$ cat src/rtl/fp_pkg.sv
// Shared FP16 constants and the scheduler state type.
package fp_pkg;

    localparam logic [15:0] FP16_ZERO = 16'h0000;
    localparam logic [15:0] FP16_ONE  = 16'h3C00;

    typedef enum logic [1:0] {
        IDLE = 2'd0,
        SCAN = 2'd1,
        DONE = 2'd2
    } state_t;

endpackage

$ cat src/rtl/fp_argext_scheduler_if.sv
// Candidate stream, control and result handshake for fp_argext_scheduler.
interface fp_argext_scheduler_if #(
    parameter int DATA_WIDTH = 16,
    parameter int MAX_LEN    = 1024
);
    localparam int IDX_W = $clog2(MAX_LEN);

    logic                  start;
    logic [IDX_W:0]        len;
    logic                  find_min;
    logic                  in_valid;
    logic [DATA_WIDTH-1:0] in_data;
    logic                  in_ready;
    logic                  busy;
    logic                  res_valid;
    logic                  res_ready;
    logic [DATA_WIDTH-1:0] res_val;
    logic [IDX_W-1:0]      res_idx;

    modport master (
        output start, len, find_min, in_valid, in_data, res_ready,
        input  in_ready, busy, res_valid, res_val, res_idx
    );

    modport slave (
        input  start, len, find_min, in_valid, in_data, res_ready,
        output in_ready, busy, res_valid, res_val, res_idx
    );

endinterface

$ cat src/rtl/fp_comparator.sv
// Combinational sign-magnitude greater-than for FP16 values: result = (num1 > num2).
// NaN is not handled; +0 is treated as greater than -0.
module fp_comparator #(
    parameter int DATA_WIDTH = 16
) (
    input  logic [DATA_WIDTH-1:0] num1,
    input  logic [DATA_WIDTH-1:0] num2,
    output logic                  result
);

    logic                  sign1;
    logic                  sign2;
    logic [DATA_WIDTH-2:0] mag1;
    logic [DATA_WIDTH-2:0] mag2;

    assign sign1 = num1[DATA_WIDTH-1];
    assign sign2 = num2[DATA_WIDTH-1];
    assign mag1  = num1[DATA_WIDTH-2:0];
    assign mag2  = num2[DATA_WIDTH-2:0];

    // Different signs: the positive operand wins; same sign: compare magnitudes,
    // with the sense flipped for negatives.
    always_comb begin
        result = 1'b0;
        if (sign1 != sign2) begin
            result = ~sign1;
        end else if (!sign1) begin
            result = (mag1 > mag2);
        end else begin
            result = (mag1 < mag2);
        end
    end

endmodule

$ cat src/rtl/fp_argext_scheduler.sv
// Sequential arg-max / arg-min over a run of FP16 candidates using one shared comparator.
module fp_argext_scheduler
    import fp_pkg::*;
#(
    parameter int DATA_WIDTH = 16,
    parameter int MAX_LEN    = 1024
) (
    input  logic                  clk,
    input  logic                  rst,
    fp_argext_scheduler_if.slave  bus
);

    localparam int IDX_W = $clog2(MAX_LEN);
    localparam logic [IDX_W:0] LEN_ONE = {{IDX_W{1'b0}}, 1'b1};

    state_t                state_q;
    state_t                state_d;
    logic [IDX_W:0]        len_q;
    logic                  find_min_q;
    logic [IDX_W:0]        count_q;
    logic [DATA_WIDTH-1:0] best_val_q;
    logic [IDX_W-1:0]      best_idx_q;
    logic                  res_valid_q;

    logic                  accept;
    logic                  last_accept;
    logic                  take;
    logic                  cmp_gt;
    logic [DATA_WIDTH-1:0] cmp_a;
    logic [DATA_WIDTH-1:0] cmp_b;

    assign accept      = bus.in_valid && (state_q == SCAN);
    assign last_accept = accept && (count_q == (len_q - LEN_ONE));

    // Operand order swaps with mode so a single greater-than serves both max and min.
    assign cmp_a = find_min_q ? best_val_q : bus.in_data;
    assign cmp_b = find_min_q ? bus.in_data : best_val_q;
    assign take  = (count_q == '0) || cmp_gt;

    fp_comparator #(
        .DATA_WIDTH(DATA_WIDTH)
    ) u_cmp (
        .num1   (cmp_a),
        .num2   (cmp_b),
        .result (cmp_gt)
    );

    // State register.
    always_ff @(posedge clk) begin
        if (rst) begin
            state_q <= IDLE;
        end else begin
            state_q <= state_d;
        end
    end

    // Next-state decode: start only in IDLE, leave SCAN on the last accept, leave DONE on handshake.
    always_comb begin
        state_d = state_q;
        unique case (state_q)
            IDLE: begin
                if (bus.start) begin
                    state_d = (bus.len == '0) ? DONE : SCAN;
                end
            end
            SCAN: begin
                if (last_accept) begin
                    state_d = DONE;
                end
            end
            DONE: begin
                if (res_valid_q && bus.res_ready) begin
                    state_d = IDLE;
                end
            end
            default: state_d = IDLE;
        endcase
    end

    // Run parameters, element counter and running best value/index.
    always_ff @(posedge clk) begin
        if (rst) begin
            len_q      <= '0;
            find_min_q <= 1'b0;
            count_q    <= '0;
            best_val_q <= '0;
            best_idx_q <= '0;
        end else if (state_q == IDLE && bus.start) begin
            len_q      <= bus.len;
            find_min_q <= bus.find_min;
            count_q    <= '0;
            best_val_q <= FP16_ZERO;
            best_idx_q <= '0;
        end else if (accept) begin
            count_q <= count_q + LEN_ONE;
            if (take) begin
                best_val_q <= bus.in_data;
                best_idx_q <= count_q[IDX_W-1:0];
            end
        end
    end

    // Result flag rises on the cycle after DONE is entered and drops with the handshake.
    always_ff @(posedge clk) begin
        if (rst) begin
            res_valid_q <= 1'b0;
        end else if (res_valid_q && bus.res_ready) begin
            res_valid_q <= 1'b0;
        end else if (state_q == DONE) begin
            res_valid_q <= 1'b1;
        end
    end

    assign bus.in_ready  = (state_q == SCAN);
    assign bus.busy      = (state_q != IDLE);
    assign bus.res_valid = res_valid_q;
    assign bus.res_val   = best_val_q;
    assign bus.res_idx   = best_idx_q;

endmodule

$ cat src/flat_wrapper.sv
// flat-port wrapper written by rule: the top's interface ports become plain ports
module fp_argext_scheduler_flat import fp_pkg::*;
#(
    parameter int DATA_WIDTH = 16,
    parameter int MAX_LEN    = 1024
)
  (clk, rst, bus_start, bus_len, bus_find_min, bus_in_valid, bus_in_data, bus_res_ready, bus_in_ready, bus_busy, bus_res_valid, bus_res_val, bus_res_idx);
  fp_argext_scheduler_if #(.DATA_WIDTH(DATA_WIDTH), .MAX_LEN(MAX_LEN)) bus_i ();
  input  logic clk;
  input  logic rst;
  input wire logic [$bits(bus_i.start)-1:0] bus_start;
  input wire logic [$bits(bus_i.len)-1:0] bus_len;
  input wire logic [$bits(bus_i.find_min)-1:0] bus_find_min;
  input wire logic [$bits(bus_i.in_valid)-1:0] bus_in_valid;
  input wire logic [$bits(bus_i.in_data)-1:0] bus_in_data;
  input wire logic [$bits(bus_i.res_ready)-1:0] bus_res_ready;
  output wire logic [$bits(bus_i.in_ready)-1:0] bus_in_ready;
  output wire logic [$bits(bus_i.busy)-1:0] bus_busy;
  output wire logic [$bits(bus_i.res_valid)-1:0] bus_res_valid;
  output wire logic [$bits(bus_i.res_val)-1:0] bus_res_val;
  output wire logic [$bits(bus_i.res_idx)-1:0] bus_res_idx;
  assign bus_i.start = bus_start;
  assign bus_i.len = bus_len;
  assign bus_i.find_min = bus_find_min;
  assign bus_i.in_valid = bus_in_valid;
  assign bus_i.in_data = bus_in_data;
  assign bus_i.res_ready = bus_res_ready;
  assign bus_in_ready = bus_i.in_ready;
  assign bus_busy = bus_i.busy;
  assign bus_res_valid = bus_i.res_valid;
  assign bus_res_val = bus_i.res_val;
  assign bus_res_idx = bus_i.res_idx;
  fp_argext_scheduler #(.DATA_WIDTH(DATA_WIDTH), .MAX_LEN(MAX_LEN)) u_core (.clk(clk), .rst(rst), .bus(bus_i));
endmodule
$ cat config.mk
export PLATFORM = sky130hd
export DESIGN_NAME = fp_argext_scheduler_flat
export DESIGN_NICKNAME = d
export VERILOG_FILES = /design/src/rtl/fp_pkg.sv /design/src/rtl/fp_argext_scheduler_if.sv /design/src/rtl/fp_comparator.sv /design/src/rtl/fp_argext_scheduler.sv /design/src/flat_wrapper.sv
export SDC_FILE = /design/constraint.sdc
export NUM_CORES = 1
export LEC_CHECK = 0
export CAP_MARGIN = 20
export CELL_PAD_IN_SITES_DETAIL_PLACEMENT = 1
export CELL_PAD_IN_SITES_GLOBAL_PLACEMENT = 2
export CORE_ASPECT_RATIO = 2
export CORE_MARGIN = 2
export CORE_UTILIZATION = 31
export DETAILED_ROUTE_END_ITERATION = 12
export PLACE_DENSITY_LB_ADDON = 0.1
export SYNTH_ARGS = -nofsm -noshare
export SYNTH_HDL_FRONTEND = slang
export SYNTH_SLANG_ARGS = --single-unit
$ cat constraint.sdc
create_clock -name clk -period 4.4 [get_ports clk]
set_input_delay 0.66 -clock clk [delete_from_list [all_inputs] [get_ports clk]]
set_output_delay 0.66 -clock clk [all_outputs]
set_load 0.03 [all_outputs]
==> metrics.md, run 1 <==
| Metric | Value |
|---|---|
| Outcome | finished clean |
| Die Y-Extent | roughly 150 um |
| Most frequent CP cell | buf_4 |
| Top cells by area, synth | dfxtp_1, mux2i_1, nand2_1 |
| Most instantiated library cell after synthesis | nand2_1 |
| Synth warn | 0 |
| Post-route ant nets | 0 |
| DRT Pass-1 Iters | 4 |
| Final period util | a little over two thirds |
| CTS resizes | 0 |
| Register-to-Register Path Depth | 10 |
| P_leak | between 0.001 and 0.0015 uW |
| CTS sink cnt | 52 |
| Area Growth Syn to Fin | 27.6% |
| Yosys cell types | 44 |
| Wirelength per Cell | about 15 um |
| Clock skew | approximately 0.0036 ns |
| FF-to-FF Start | u_core.find_min_q |
| Sequential share of power | 44.7% |
| Tmin final | slightly above 3 ns |
| CP Data Arrival Time | 3.31 ns |
| Initial DRC count | 50 |
| Io pins | 62 |
| First-pass GRT wire length | about 14000 um |
| Setup Fix Bufs, Post-CTS | 0 |
| Required time of the critical path | 4.62 ns |
| Worst path slowest cell | buf_4 |
| Avg Cell Area, Syn | around 8.4 um^2 |
| Fillers | roughly 1200 |
| Async set-reset flop share out of synthesis | 0% |
| Post-synth EDFFs | 0 |
| Setup TNS | 0 ns |
| Gpl congestion | around 0.75 |
| Post-synth top area cell | dfxtp_1 |
| WP buf/inv | 2 |
| VDD IR-drop max | approximately 0.13 mV |
| Worst path top cell family by delay | compound AO/OA/AOI/OAI gates |
| Worst path cell trace | buf_4 > mux2_2 > ha_1 > nand4_1 > a21o_1 > a311o_1 > a21oi_1 > o211a_1 > buf_4 > mux2i_1 |
| Vias in the first global route | approximately 2900 |
| Internal cell power | around 800 uW |
| Synth top area share | 33.1% |
| Std-Cell Rows | between 50 and 60 |
| Type of origin of the critical path | flop |
| Max-Cap Viols | 0 |
| R2R Setup Slk | 1.32 ns |
| RR Endpoint | u_core.bus.res_val[13] |
| Crit path largest cell delay | 0.41 ns |
| Total GRT Usage | 16.5% |
| PwrDens | about 280 nW/um^2 |
| Syn Inst Count | between 300 and 400 |
| Final Setup Violations | 0 |
| Main synth FF type | dfxtp_1 |
| Top post-synthesis cells by count | nand2_1, dfxtp_1, mux2i_1 |
| Slew @ Worst Pin | roughly 0.77 ns |
| Psw | approximately 310 uW |
| FF+latch area | around 1000 um^2 |
| CTS tree | done |
| Layout cells sized above 1 | slightly above 7% |
| DP Wirelength | between 6000 and 7000 um |
| Hold Path Class | flop to flop |
| Reg clk slew, reported paths | around 0.07 ns |
| Drt total wl | 8360 um |
| Netlist area before placement | between 3000 and 4000 um^2 |
| Initial antenna violation count | 0 |
| Synth Register Bits | between 50 and 60 |
| H-tree Lvls | 2 |
| CTS Buf Count | 5 |
| # hold bufs at CTS | 0 |
| Clock power share | between 30% and 40% |
| Die Area | around 11000 um^2 |
| Syn_nets | between 400 and 500 |
| Combinational share of power | 20.4% |
| Final Non-Filler Cells | about 560 |
| Antenna diode count | 0 |
| CP Launch Point | u_core.find_min_q |
| Crit path capture type | flop |
| Slew margin rel. | between 40% and 50% |
| Initial Util | about a third |
| Fmax | 324 MHz |
| Skew-Pair Late Insertion Delay | between 0.2 and 0.3 ns |
| Nets | between 400 and 500 |
| Sequential area share after synthesis | 33.1% |
| Buffers added on ports | 61 |
| Avg Vias per Cell | approximately 4.9 |
| Placeable Area | roughly 10000 um^2 |
| Largest net degree at the start of global routing | 36 |
| Crit path depth | 10 |
| Final max-slew violation count | 0 |
| Worst setup endpoint | u_core.bus.res_val[13] |
| Placed Cells | around 560 |
| Area of the multi-input gates | 2000 um^2 |
| Die width | 75.2 um |
| Overflow after GRT | 0 |
| Crit path kind | flop to flop |
| Critical Path Fanout Max | 32 |
| RSZ-0062 raised after global routing | false |
| DRC errors left | 0 |
| Vias | roughly 2800 |
| Root Buffer | clkbuf_16 |
| Sw Share | 28.0% |
| Max Root-Sink Buffers | 2 |
| Final Hold Vio Count | 0 |
-- metrics by stage --
stage          total power, uW  setup slack (ns)  hold slack (ns)  instance area [um^2]  utilization [%]
3_3_place_gp               734              1.11            0.446                  3880             38.7
3_5_place_dp               738              1.02            0.452                  3880             38.7
2_1_floorplan              652              1.06            0.449                  3140                -
5_1_grt                   1170              1.11            0.488                  4010             40.0
6_report                  1110              1.32            0.458                  4010             40.0
4_1_cts                   1140              1.27            0.463                  4010             40.0
-- power groups by stage --
stage	Clock (uW)	Sequential (uW)	Combinational, uW
floorplan	0	512	141
global placement	0	506	228
detailed placement	0	507	231
CTS	409	496	232
global route	421	498	254
finish	388	496	226
-- how the worst min path moves through the flow --
stage / from / endpoint / depth (start not counted)
2_1_floorplan: u_core.len_q[10] / u_core.len_q[10] / 2
5_1_grt: u_core.bus.res_idx[0] / u_core.bus.res_idx[0] / 2
3_3_place_gp: u_core.bus.res_idx[8] / u_core.bus.res_idx[8] / 2
4_1_cts: u_core.bus.res_idx[8] / u_core.bus.res_idx[8] / 2
6_report: u_core.bus.res_idx[8] / u_core.bus.res_idx[8] / 2
3_5_place_dp: u_core.bus.res_idx[8] / u_core.bus.res_idx[8] / 2
-- placed cells by master, fill, tap and decap left out, types with 2 or more instances in the layout --
cell and n:
mux2i_1 43, xor2_1 13, nor3_1 3, or3_1 4, inv_1 7, dfxtp_1 52, clkbuf_16 5, and3_1 3
ha_1 17, clkdlybuf4s50_1 61, nand4_1 5, o21ai_0 4, a21o_1 4, nand3b_1 2, nor3b_1 2, nor4_1 6
a21oi_1 27, buf_4 4, nand3_1 8, mux2_2 15, nor2b_1 3, nor2_1 18, xnor2_1 9, nand2_1 89
-- flip-flops by register name, indices dropped and copies added (netlist names) --
register,cells
u_core.bus.res_val,16
u_core.find_min_q,1
u_core.len_q,11
u_core.state_q,2
u_core.bus.res_idx,10
u_core.bus.res_valid,1
u_core.count_q,11
-- worst register-to-register path: cells and delay by family, from the launching register on --
kind	cells	cell delay [ns]
multiplexers	2	0.64
AND/OR/NAND/NOR	1	0.13
flip-flops	1	0.35
buffers and inverters	2	0.73
adder cells (fa/ha/maj)	1	0.31
AO/OA/AOI/OAI	4	0.85
-- cell families (layout without fill, tap and decap cells) --
kind of cell    Yosys count  in the layout  share of synthesized area, %
simple gates            153            153                          22.1
mux                      59             59                          19.4
flops                    52             52                          33.1
compound gates           45             45                          8.96
buf+inv                  27             79                          3.46
xor+xnor                 22             22                          6.13
fa+ha+maj                17             17                          6.77
-- area by class of cell --
class                           count  share of cell area (%)
Clock buffer                        6                    3.21
Clock inverter                      1                   0.125
Inverter                            7                   0.655
Multi-Input combinational cell    296                    49.9
Sequential cell                    52                    26.0
Tap cell                          135                    4.21
Timing Repair Buffer               65                    16.0
-- layer usage --
metal,up-vias,GRT usage (%),wire length (um)
li1,1397,-,-
met1,1307,15.9,2950
met2,43,32.6,5030
met3,9,2.21,215
met4,0,6.23,174
met5,-,0,0
Power figures use the tool's default switching activity.
==> run 2: changes to the inputs <==
==> constraint.sdc (replaced) <==
create_clock -name clk -period 3.2 [get_ports clk]
set_input_delay 0.48 -clock clk [delete_from_list [all_inputs] [get_ports clk]]
set_output_delay 0.48 -clock clk [all_outputs]
set_load 0.03 [all_outputs]
==> run 2 against run 1 <==
Compared with the run above: clock power up 41%; power grew 40%; worst hold slack gained 0.0024 ns; wire length grew 1.8%; sequential power grew 37%; critical endpoint is now u_core.bus.res_val[0]; largest cell class unchanged.
==> metrics.md, run 2 (same netlist as run 1, synthesis figures left out) <==
| Metric | Value |
|---|---|
| Worst path cell trace | buf_12 > mux2_2 > ha_1 > a21o_1 > nand3_1 > a311o_1 > a21oi_1 > o211a_1 > buf_4 > mux2i_1 (was buf_4 > mux2_2 > ha_1 > nand4_1 > a21o_1 > a311o_1 > a21oi_1 > o211a_1 > buf_4 > mux2i_1) |
| Initial Util | 31.4% (unchanged) |
| Total GRT Usage | 16.2% (was 16.5%) |
| RSZ-0062 raised after global routing | false (unchanged) |
| Crit path kind | flop to flop (unchanged) |
| CTS tree | done (unchanged) |
| DRT Pass-1 Iters | 4 (unchanged) |
| Required time of the critical path | 3.41 ns (was 4.62 ns) |
| Most common cell after layout, fill and taps aside | nand2_1 (unchanged) |
| First-pass GRT wire length | 13800 um (was 14000 um) |
| Wirelength per Cell | 15.1 um (was 14.9 um) |
| Buffers added on ports | 61 (unchanged) |
| Clock skew | 0.00406 ns (was 0.00360 ns) |
| CP Data Arrival Time | 3.05 ns (was 3.31 ns) |
| Type of origin of the critical path | flop (unchanged) |
| Std-Cell Rows | 52 (unchanged) |
| Final period util | 88.9% (was 70.1%) |
| Initial antenna violation count | 0 (unchanged) |
| Final Setup Violations | 0 (unchanged) |
| Tmin final | 2.84 ns (was 3.08 ns) |
| Worst hold slack | 0.461 ns (was 0.458 ns) |
| Initial DRC count | 60 (was 50) |
| Outcome | finished clean (unchanged) |
| Avg Vias per Cell | 4.96 (was 4.90) |
| Gpl congestion | 0.749 (was 0.747) |
| DRC errors left | 0 (unchanged) |
| Slew @ Worst Pin | 0.702 ns (was 0.774 ns) |
| Crit path capture type | flop (unchanged) |
| Hold Path Class | flop to flop (unchanged) |
| Die width | 75.2 um (unchanged) |
| P_leak | 0.00144 uW (was 0.00142 uW) |
| Post-route ant nets | 0 (unchanged) |
| VDD IR-drop max | 0.269 mV (was 0.134 mV) |
| Placeable Area | 10000 um^2 (unchanged) |
| CTS sink cnt | 52 (unchanged) |
| Slew margin rel. | 53.1% (was 48.3%) |
| Reg clk slew, reported paths | 0.07 ns (about the same) |
| Area Growth Syn to Fin | 29.3% (was 27.6%) |
| CTS Buf Count | 5 (unchanged) |
| Overflow after GRT | 0 (unchanged) |
| Die Area | 11000 um^2 (unchanged) |
| PwrDens | 381 nW/um^2 (was 277 nW/um^2) |
| Fmax | 352 MHz (was 324 MHz) |
| Setup Fix Bufs, Post-CTS | 0 (unchanged) |
| # hold bufs at CTS | 0 (unchanged) |
| Die Y-Extent | 146 um (unchanged) |
| H-tree Lvls | 2 (unchanged) |
| Final max-slew violation count | 0 (unchanged) |
| Critical Path Fanout Max | 32 (unchanged) |
| Max reg flops | 16 (unchanged) |
| Nets | 479 (was 477) |
| Setup TNS | 0 ns (unchanged) |
| Crit path largest cell delay | 0.39 ns (was 0.41 ns) |
| Layout cells sized above 1 | 7.67% (was 7.26%) |
| Antenna diode count | 0 (unchanged) |
| Max Root-Sink Buffers | 2 (unchanged) |
| Largest net degree at the start of global routing | 53 (was 36) |
| Root Buffer | clkbuf_16 (unchanged) |
| DP Wirelength | 6840 um (was 6660 um) |
| Worst path slowest cell | dfxtp_1 (was buf_4) |
| Io pins | 62 (unchanged) |
| Skew-Pair Late Insertion Delay | 0.29 ns (about the same) |
| Final Hold Vio Count | 0 (unchanged) |
| Max-Cap Viols | 0 (unchanged) |
| Drt total wl | 8510 um (was 8360 um) |
| Most frequent cells in the layout | nand2_1, clkdlybuf4s50_1, dfxtp_1 (unchanged) |
| Vias | 2803 (was 2756) |
| CTS resizes | 0 (unchanged) |
| Vias in the first global route | 2933 (was 2891) |
## run 2: final timing paths
check                           cells past startpoint  slack [ns]             startpoint                    end
worst max-delay path                               10        0.36      u_core.find_min_q  u_core.bus.res_val[0]
worst min-delay path                                2        0.46  u_core.bus.res_idx[0]  u_core.bus.res_idx[0]
worst max register to register                     10        0.36      u_core.find_min_q  u_core.bus.res_val[0]
worst min register to register                      2        0.46  u_core.bus.res_idx[0]  u_core.bus.res_idx[0]
## run 2: where the power goes
part	total, uW	switching (uW)	internal [uW]
clock	548	236	313
sequential	682	18.7	663
combinational	320	164	156
total	1550	418	1130
## run 2: final cells by class
type | count | area [um^2]
inverters | 7 | 26.3
well taps | 135 | 169
fillers | 1235 | 5960
flip-flops and latches | 52 | 1040
repair buffers | 67 | 681
clock buffers | 8 | 146
multi-input cells | 296 | 2000
## run 2: worst max-delay path: cells and delay by family, from the launching register on
family / cells / cell delay [ns]
DFF: 1 / 0.39
AOI/OAI and AO/OA: 4 / 0.88
muxes: 2 / 0.59
buffers and inverters: 2 / 0.46
and+or+nand+nor: 1 / 0.09
adders and majority gates: 1 / 0.33
## run 2: metal layers
layer	track usage [%]	wire length, um	vias to the layer above
li1	-	-	1398
met1	15.3	2900	1349
met2	32.9	5240	45
met3	2.00	207	11
met4	5.61	167	0
met5	0	0	-
## run 2: stage by stage
stage               cell area, um^2  util (%)  power (uW)  instances  setup WS, ns
floorplan                      3140         -         897        375        0.0415
global placement               3920      39.1        1020        557         0.181
detailed placement             3920      39.1        1020        557         0.129
CTS                            4060      40.5        1590        565         0.318
global route                   4060      40.5        1640        565         0.176
finish                         4060      40.5        1550        565         0.356
